$ cat src/rtl/pipeline_ctrl_if.sv
// Handshake bundle between the pipeline stages and the pipeline controller.
// master: the pipeline side, which raises the requests and consumes stall/flush/redirect.
// slave : the controller side.
interface pipeline_ctrl_if;
  logic        pause_req_if;
  logic        pause_req_id;
  logic        pause_req_ex;
  logic        pause_req_mem;
  logic        excp_valid;
  logic [31:0] excp_target;
  logic [5:0]  pause;
  logic        flush;
  logic [31:0] new_pc;
  logic        new_pc_valid;
  logic        stall_timeout;

  modport master (
    output pause_req_if, pause_req_id, pause_req_ex, pause_req_mem,
    output excp_valid, excp_target,
    input  pause, flush, new_pc, new_pc_valid, stall_timeout
  );

  modport slave (
    input  pause_req_if, pause_req_id, pause_req_ex, pause_req_mem,
    input  excp_valid, excp_target,
    output pause, flush, new_pc, new_pc_valid, stall_timeout
  );
endinterface

$ cat src/rtl/pipeline_ctrl.sv
// Pipeline stall/flush controller.
// Stalls every stage up to and including the deepest requesting stage, so the
// stage just below it receives a bubble. An exception reported by MEM waits in
// DRAIN until MEM's outstanding access completes, then a single FLUSH cycle
// clears the pipeline and redirects the PC. A sticky watchdog flags stalls that
// last WDOG_MAX consecutive cycles.
module pipeline_ctrl #(
  parameter int CNT_W    = 8,
  parameter int WDOG_MAX = 255
) (
  input  logic            clk,
  input  logic            rst,
  pipeline_ctrl_if.slave  bus
);

  typedef enum logic [1:0] {
    ST_RUN   = 2'd0,
    ST_DRAIN = 2'd1,
    ST_FLUSH = 2'd2
  } state_t;

  localparam logic [CNT_W-1:0] CNT_LIM = CNT_W'(WDOG_MAX);
  localparam logic [CNT_W-1:0] CNT_ONE = CNT_W'(1);

  state_t           state_reg, state_next;
  logic [31:0]      target_reg, target_next;
  logic [CNT_W-1:0] cnt_reg, cnt_next;
  logic             timeout_reg, timeout_next;
  logic [5:0]       pause_run;
  logic [5:0]       pause_comb;

  // Priority decode of the stall requests: deepest requesting stage wins.
  always_comb begin
    pause_run = 6'b000000;
    if (bus.pause_req_mem)
      pause_run = 6'b011111;
    else if (bus.pause_req_ex)
      pause_run = 6'b001111;
    else if (bus.pause_req_id)
      pause_run = 6'b000111;
    else if (bus.pause_req_if)
      pause_run = 6'b000011;
  end

  // FSM next state, redirect capture and stall vector selection.
  always_comb begin
    state_next  = state_reg;
    target_next = target_reg;
    pause_comb  = 6'b000000;
    case (state_reg)
      ST_RUN: begin
        pause_comb = pause_run;
        if (bus.excp_valid) begin
          target_next = bus.excp_target;
          state_next  = bus.pause_req_mem ? ST_DRAIN : ST_FLUSH;
        end
      end
      ST_DRAIN: begin
        // Hold everything up to MEM until its access finishes; new exceptions are ignored.
        pause_comb = 6'b011111;
        if (!bus.pause_req_mem)
          state_next = ST_FLUSH;
      end
      ST_FLUSH: begin
        state_next = ST_RUN;
      end
      default: begin
        state_next = ST_RUN;
      end
    endcase
  end

  // Watchdog: count consecutive stalled cycles, saturating; the flag is sticky.
  always_comb begin
    cnt_next     = cnt_reg;
    timeout_next = timeout_reg;
    if (pause_comb == 6'b000000)
      cnt_next = '0;
    else if (cnt_reg < CNT_LIM)
      cnt_next = cnt_reg + CNT_ONE;
    if (cnt_next == CNT_LIM)
      timeout_next = 1'b1;
  end

  // State, captured target and watchdog registers.
  always_ff @(posedge clk or posedge rst) begin
    if (rst) begin
      state_reg   <= ST_RUN;
      target_reg  <= 32'h0;
      cnt_reg     <= '0;
      timeout_reg <= 1'b0;
    end else begin
      state_reg   <= state_next;
      target_reg  <= target_next;
      cnt_reg     <= cnt_next;
      timeout_reg <= timeout_next;
    end
  end

  // Reset masks the stall vector immediately; flush/redirect are pure state decodes.
  assign bus.pause         = rst ? 6'b000000 : pause_comb;
  assign bus.flush         = (state_reg == ST_FLUSH);
  assign bus.new_pc_valid  = (state_reg == ST_FLUSH);
  assign bus.new_pc        = target_reg;
  assign bus.stall_timeout = timeout_reg;

endmodule

$ cat src/flat_wrapper.sv
// flat-port wrapper written by rule: the top's interface ports become plain ports
module pipeline_ctrl_flat 
#(
  parameter int CNT_W    = 8,
  parameter int WDOG_MAX = 255
)
  (clk, rst, bus_pause_req_if, bus_pause_req_id, bus_pause_req_ex, bus_pause_req_mem, bus_excp_valid, bus_excp_target, bus_pause, bus_flush, bus_new_pc, bus_new_pc_valid, bus_stall_timeout);
  pipeline_ctrl_if bus_i ();
  input  logic clk;
  input  logic rst;
  input wire logic [$bits(bus_i.pause_req_if)-1:0] bus_pause_req_if;
  input wire logic [$bits(bus_i.pause_req_id)-1:0] bus_pause_req_id;
  input wire logic [$bits(bus_i.pause_req_ex)-1:0] bus_pause_req_ex;
  input wire logic [$bits(bus_i.pause_req_mem)-1:0] bus_pause_req_mem;
  input wire logic [$bits(bus_i.excp_valid)-1:0] bus_excp_valid;
  input wire logic [$bits(bus_i.excp_target)-1:0] bus_excp_target;
  output wire logic [$bits(bus_i.pause)-1:0] bus_pause;
  output wire logic [$bits(bus_i.flush)-1:0] bus_flush;
  output wire logic [$bits(bus_i.new_pc)-1:0] bus_new_pc;
  output wire logic [$bits(bus_i.new_pc_valid)-1:0] bus_new_pc_valid;
  output wire logic [$bits(bus_i.stall_timeout)-1:0] bus_stall_timeout;
  assign bus_i.pause_req_if = bus_pause_req_if;
  assign bus_i.pause_req_id = bus_pause_req_id;
  assign bus_i.pause_req_ex = bus_pause_req_ex;
  assign bus_i.pause_req_mem = bus_pause_req_mem;
  assign bus_i.excp_valid = bus_excp_valid;
  assign bus_i.excp_target = bus_excp_target;
  assign bus_pause = bus_i.pause;
  assign bus_flush = bus_i.flush;
  assign bus_new_pc = bus_i.new_pc;
  assign bus_new_pc_valid = bus_i.new_pc_valid;
  assign bus_stall_timeout = bus_i.stall_timeout;
  pipeline_ctrl #(.CNT_W(CNT_W), .WDOG_MAX(WDOG_MAX)) u_core (.clk(clk), .rst(rst), .bus(bus_i));
endmodule
$ cat config.mk
export PLATFORM = sky130hd
export DESIGN_NAME = pipeline_ctrl_flat
export DESIGN_NICKNAME = d
export VERILOG_FILES = /design/src/rtl/pipeline_ctrl_if.sv /design/src/rtl/pipeline_ctrl.sv /design/src/flat_wrapper.sv
export SDC_FILE = /design/constraint.sdc
export NUM_CORES = 1
export LEC_CHECK = 0
export ABC_AREA = 0
export BUFFER_PORTS_ARGS = -buffer_cell sky130_fd_sc_hd__buf_2
export CAP_MARGIN = 20
export CORE_ASPECT_RATIO = 0.5
export CORE_MARGIN = 4
export CORE_UTILIZATION = 30
export CTS_BUF_LIST = sky130_fd_sc_hd__clkbuf_8 sky130_fd_sc_hd__clkbuf_16
export CTS_CLUSTER_SIZE = 28
export DETAILED_ROUTE_END_ITERATION = 8
export MAX_ROUTING_LAYER = met4
export PLACE_DENSITY = 0.6
export SLEW_MARGIN = 0
export SYNTH_ARGS = -nofsm -noshare
export SYNTH_HDL_FRONTEND = slang
export SYNTH_SLANG_ARGS = --single-unit
$ cat constraint.sdc
create_clock -name clk -period 2.1 [get_ports clk]
set_input_delay 0.105 -clock clk [delete_from_list [all_inputs] [get_ports clk]]
set_output_delay 0.105 -clock clk [all_outputs]
set_load 0.01 [all_outputs]
==> flow_summary.toml <==
[outcome]
status = "complete, no violations"

[final_layout]
nFillCells = 582
area_delta_synth_final_pct = 32.7
final_util_pct = 41.0
fin_area_mm2 = 0.00249
drive_gt1_share_pct = 54.6
nNetsFinal = 266
antenna_cells = 0
largest_reg_flops = 32

[synthesis]
synth_area_per_cell_um2 = 12.8
syn_area_mm2 = 0.00188
synth.net_count = 187
ys_types = 34
yosys_warnings = 0
ys_ff_latch = 43
seq_area_frac_synth_pct = 57.3
syn_inst = 147

[timing]
fmax_mhz = 577
fin_crit_sh_pct = 82.5
slew_violations = 0
setup_viol = 0
tns_ns = 0
finalHoldViolations = 0
clock_skew_ns = 0.00284
grt_setup_unrepaired = "false"
period_minus_slack_ns = 1.73

[routing]
drt-initial-drc-count = 76
dr_total_vias = 1391
wirelength_um = 3910
firstDrtPassIters = 4
wl_per_cell_um = 12.4
ant_nets = 0
vias_per_cell = 4.42
route.detailed.drc = 0

[die]
start_util_pct = 30.9
dieArea_mm2 = 0.00767
fp-row-count = 20
fp.dieW_um = 120
core_area_mm2 = 0.00608
die_h_um = 64.0
ioPinCount = 80

[cts]
cts_tree = "yes"
cts_buffers = 5
ctsLongestPathBuffers = 2
cts_setup_buffers = 0
clkTransAtPathRegs_ns = 0.06
h-tree-depth = 2
post_cts_resized = 0
insertion_delay_ns = 0.27
root_buffer = "clkbuf_16"
cts_sinks = 43

[setup_path]
crit_end = "u_core.cnt_reg[5]"
cp_max_fo = 8
path_class = "reg -> reg"
cp-end-kind = "register"
worst_r2r_startpoint = "u_core.cnt_reg[0]"
r2r-end = "u_core.cnt_reg[5]"
critPathLaunch = "u_core.cnt_reg[0]"
r2r_slack_ns = 0.37
start_kind = "register"
critPathRequiredTime_ns = 2.29
cp.arrival_ns = 1.93
reg2reg_depth = 5

[placed_design]
place.port_buffers = 78
hpwl_um = 3010
placed_area_mm2 = 0.00234
place_congestion = 0.939

[global_routing]
grt_pass1_vias = 1485
antenna_found_initial = 0
grt_use_total_pct = 10.9
grt_pass1_wl_um = 6730
grt_max_degree = 37
overflow = 0

[power]
pwr_density_cell_mw_per_mm2 = 944
peakVddDrop_uv = 317
p_leak_nw = 1.20

[flow_run]
maxCapViolCount = 0

[hold_path]
worst_hold_path_type = "in -> reg"
-- critical path: stages, from the launching register on --
cell and delay [ns]:
dfrtp_1 0.44, ha_1 0.33, nand4_1 0.25, nor2_1 0.28
and3b_1 0.21, nor3_1 0.15
-- per-layer routing --
| metal | track usage, % | part of all wire, % | vias up |
|---|---|---|---|
| li1 | - | - | 672 |
| met1 | 10.6 | 37 | 692 |
| met2 | 21.9 | 59 | 25 |
| met3 | 2.74 | 3.3 | 2 |
| met4 | 2.57 | 0.72 | 0 |
| met5 | - | 0 | - |
-- power by group --
part,internal [mW],total (mW),switching (mW)
logic,0.279,0.536,0.258
clock network,0.433,0.725,0.291
registers,0.982,1.09,0.110
total,1.69,2.35,0.659
-- synthesized netlist by cell type --
library cell | count | area, um2
nor4_2 | 1 | 12.5
nor3b_2 | 1 | 12.5
o21ai_0 | 2 | 10.0
clkbuf_1 | 1 | 3.75
nor4bb_1 | 1 | 10.0
conb_1 | 1 | 3.75
and4_1 | 1 | 8.76
mux2_2 | 32 | 360
ha_1 | 1 | 12.5
buf_4 | 6 | 45.0
nor2_1 | 11 | 41.3
a211oi_1 | 1 | 7.51
o211ai_1 | 1 | 7.51
a31oi_1 | 1 | 6.26
o41ai_2 | 1 | 16.3
nand3_1 | 2 | 10.0
and2_1 | 1 | 6.26
nor3_1 | 8 | 40.0
a21o_1 | 1 | 7.51
and3_1 | 2 | 12.5
or2_1 | 1 | 6.26
a21oi_1 | 5 | 25.0
nand2_1 | 4 | 15.0
dfrtp_1 | 43 | 1080
nand4_1 | 1 | 6.26
buf_2 | 2 | 10.0
inv_1 | 6 | 22.5
o21bai_1 | 1 | 7.51
and2b_2 | 1 | 8.76
o31a_1 | 1 | 8.76
a21o_4 | 1 | 15.0
xor2_1 | 2 | 17.5
and3b_1 | 2 | 17.5
a41oi_1 | 1 | 8.76
-- through the flow --
stage	setup slack (ns)	power, mW	hold WS, ns	std cells
after floorplan	0.616	1.43	0.171	147
after global placement	0.481	1.64	0.0540	306
after detailed placement	0.385	1.66	0.0667	306
after CTS	0.393	2.40	0.0521	315
after global routing	0.190	2.50	0.0588	315
final	0.367	2.35	0.0585	315
-- cell families (layout without fill, tap and decap cells) --
family	Yosys count	count (layout)	synth area share [%]
flip-flops	43	43	57.3
AND/OR/NAND/NOR	37	37	11.1
multiplexers	32	32	19.2
AO/OA/AOI/OAI	16	16	6.39
buffers and inverters	15	95	4.33
XOR/XNOR	2	2	0.932
adder cells (fa/ha/maj)	1	1	0.666
other	1	1	0.200
-- final cells by class --
class | instances | area (um2) | share of cell area [%]
clock buffer | 5 | 125 | 5.02
clock inverter | 3 | 16.3 | 0.652
inverter | 6 | 22.5 | 0.903
multi-input combinational | 89 | 728 | 29.2
sequential | 43 | 1080 | 43.2
tap | 88 | 110 | 4.42
timing repair buffer | 81 | 415 | 16.7
-- how the worst min path moves through the flow --
stage          cells after the start  slack [ns]           startpoint                    end
3_5_place_dp                       2        0.07                  rst      u_core.cnt_reg[2]
3_3_place_gp                       2        0.05                  rst      u_core.cnt_reg[2]
5_1_grt                            2        0.06  bus_excp_target[25]  u_core.bus.new_pc[25]
4_1_cts                            2        0.05  bus_excp_target[24]  u_core.bus.new_pc[24]
6_report                           2        0.06    bus_pause_req_mem    u_core.state_reg[1]
2_1_floorplan                      1        0.17    bus_pause_req_mem    u_core.state_reg[1]
-- cells in the final DEF (no fill, tap or decap), types with 4 or more instances in the layout --
cell and n:
a21oi_1 5, buf_2 78, clkbuf_16 5, dfrtp_1 43
inv_1 6, mux2_2 32, nand2_1 4, nor2_1 11
nor3_1 8
-- repair_timing --
item / in CTS / in global routing
hold buffers: 1 / 0
setup endpoints to repair: 0 / 0
hold endpoints to repair: 7 / 0
(Power assumes the default switching activity.)
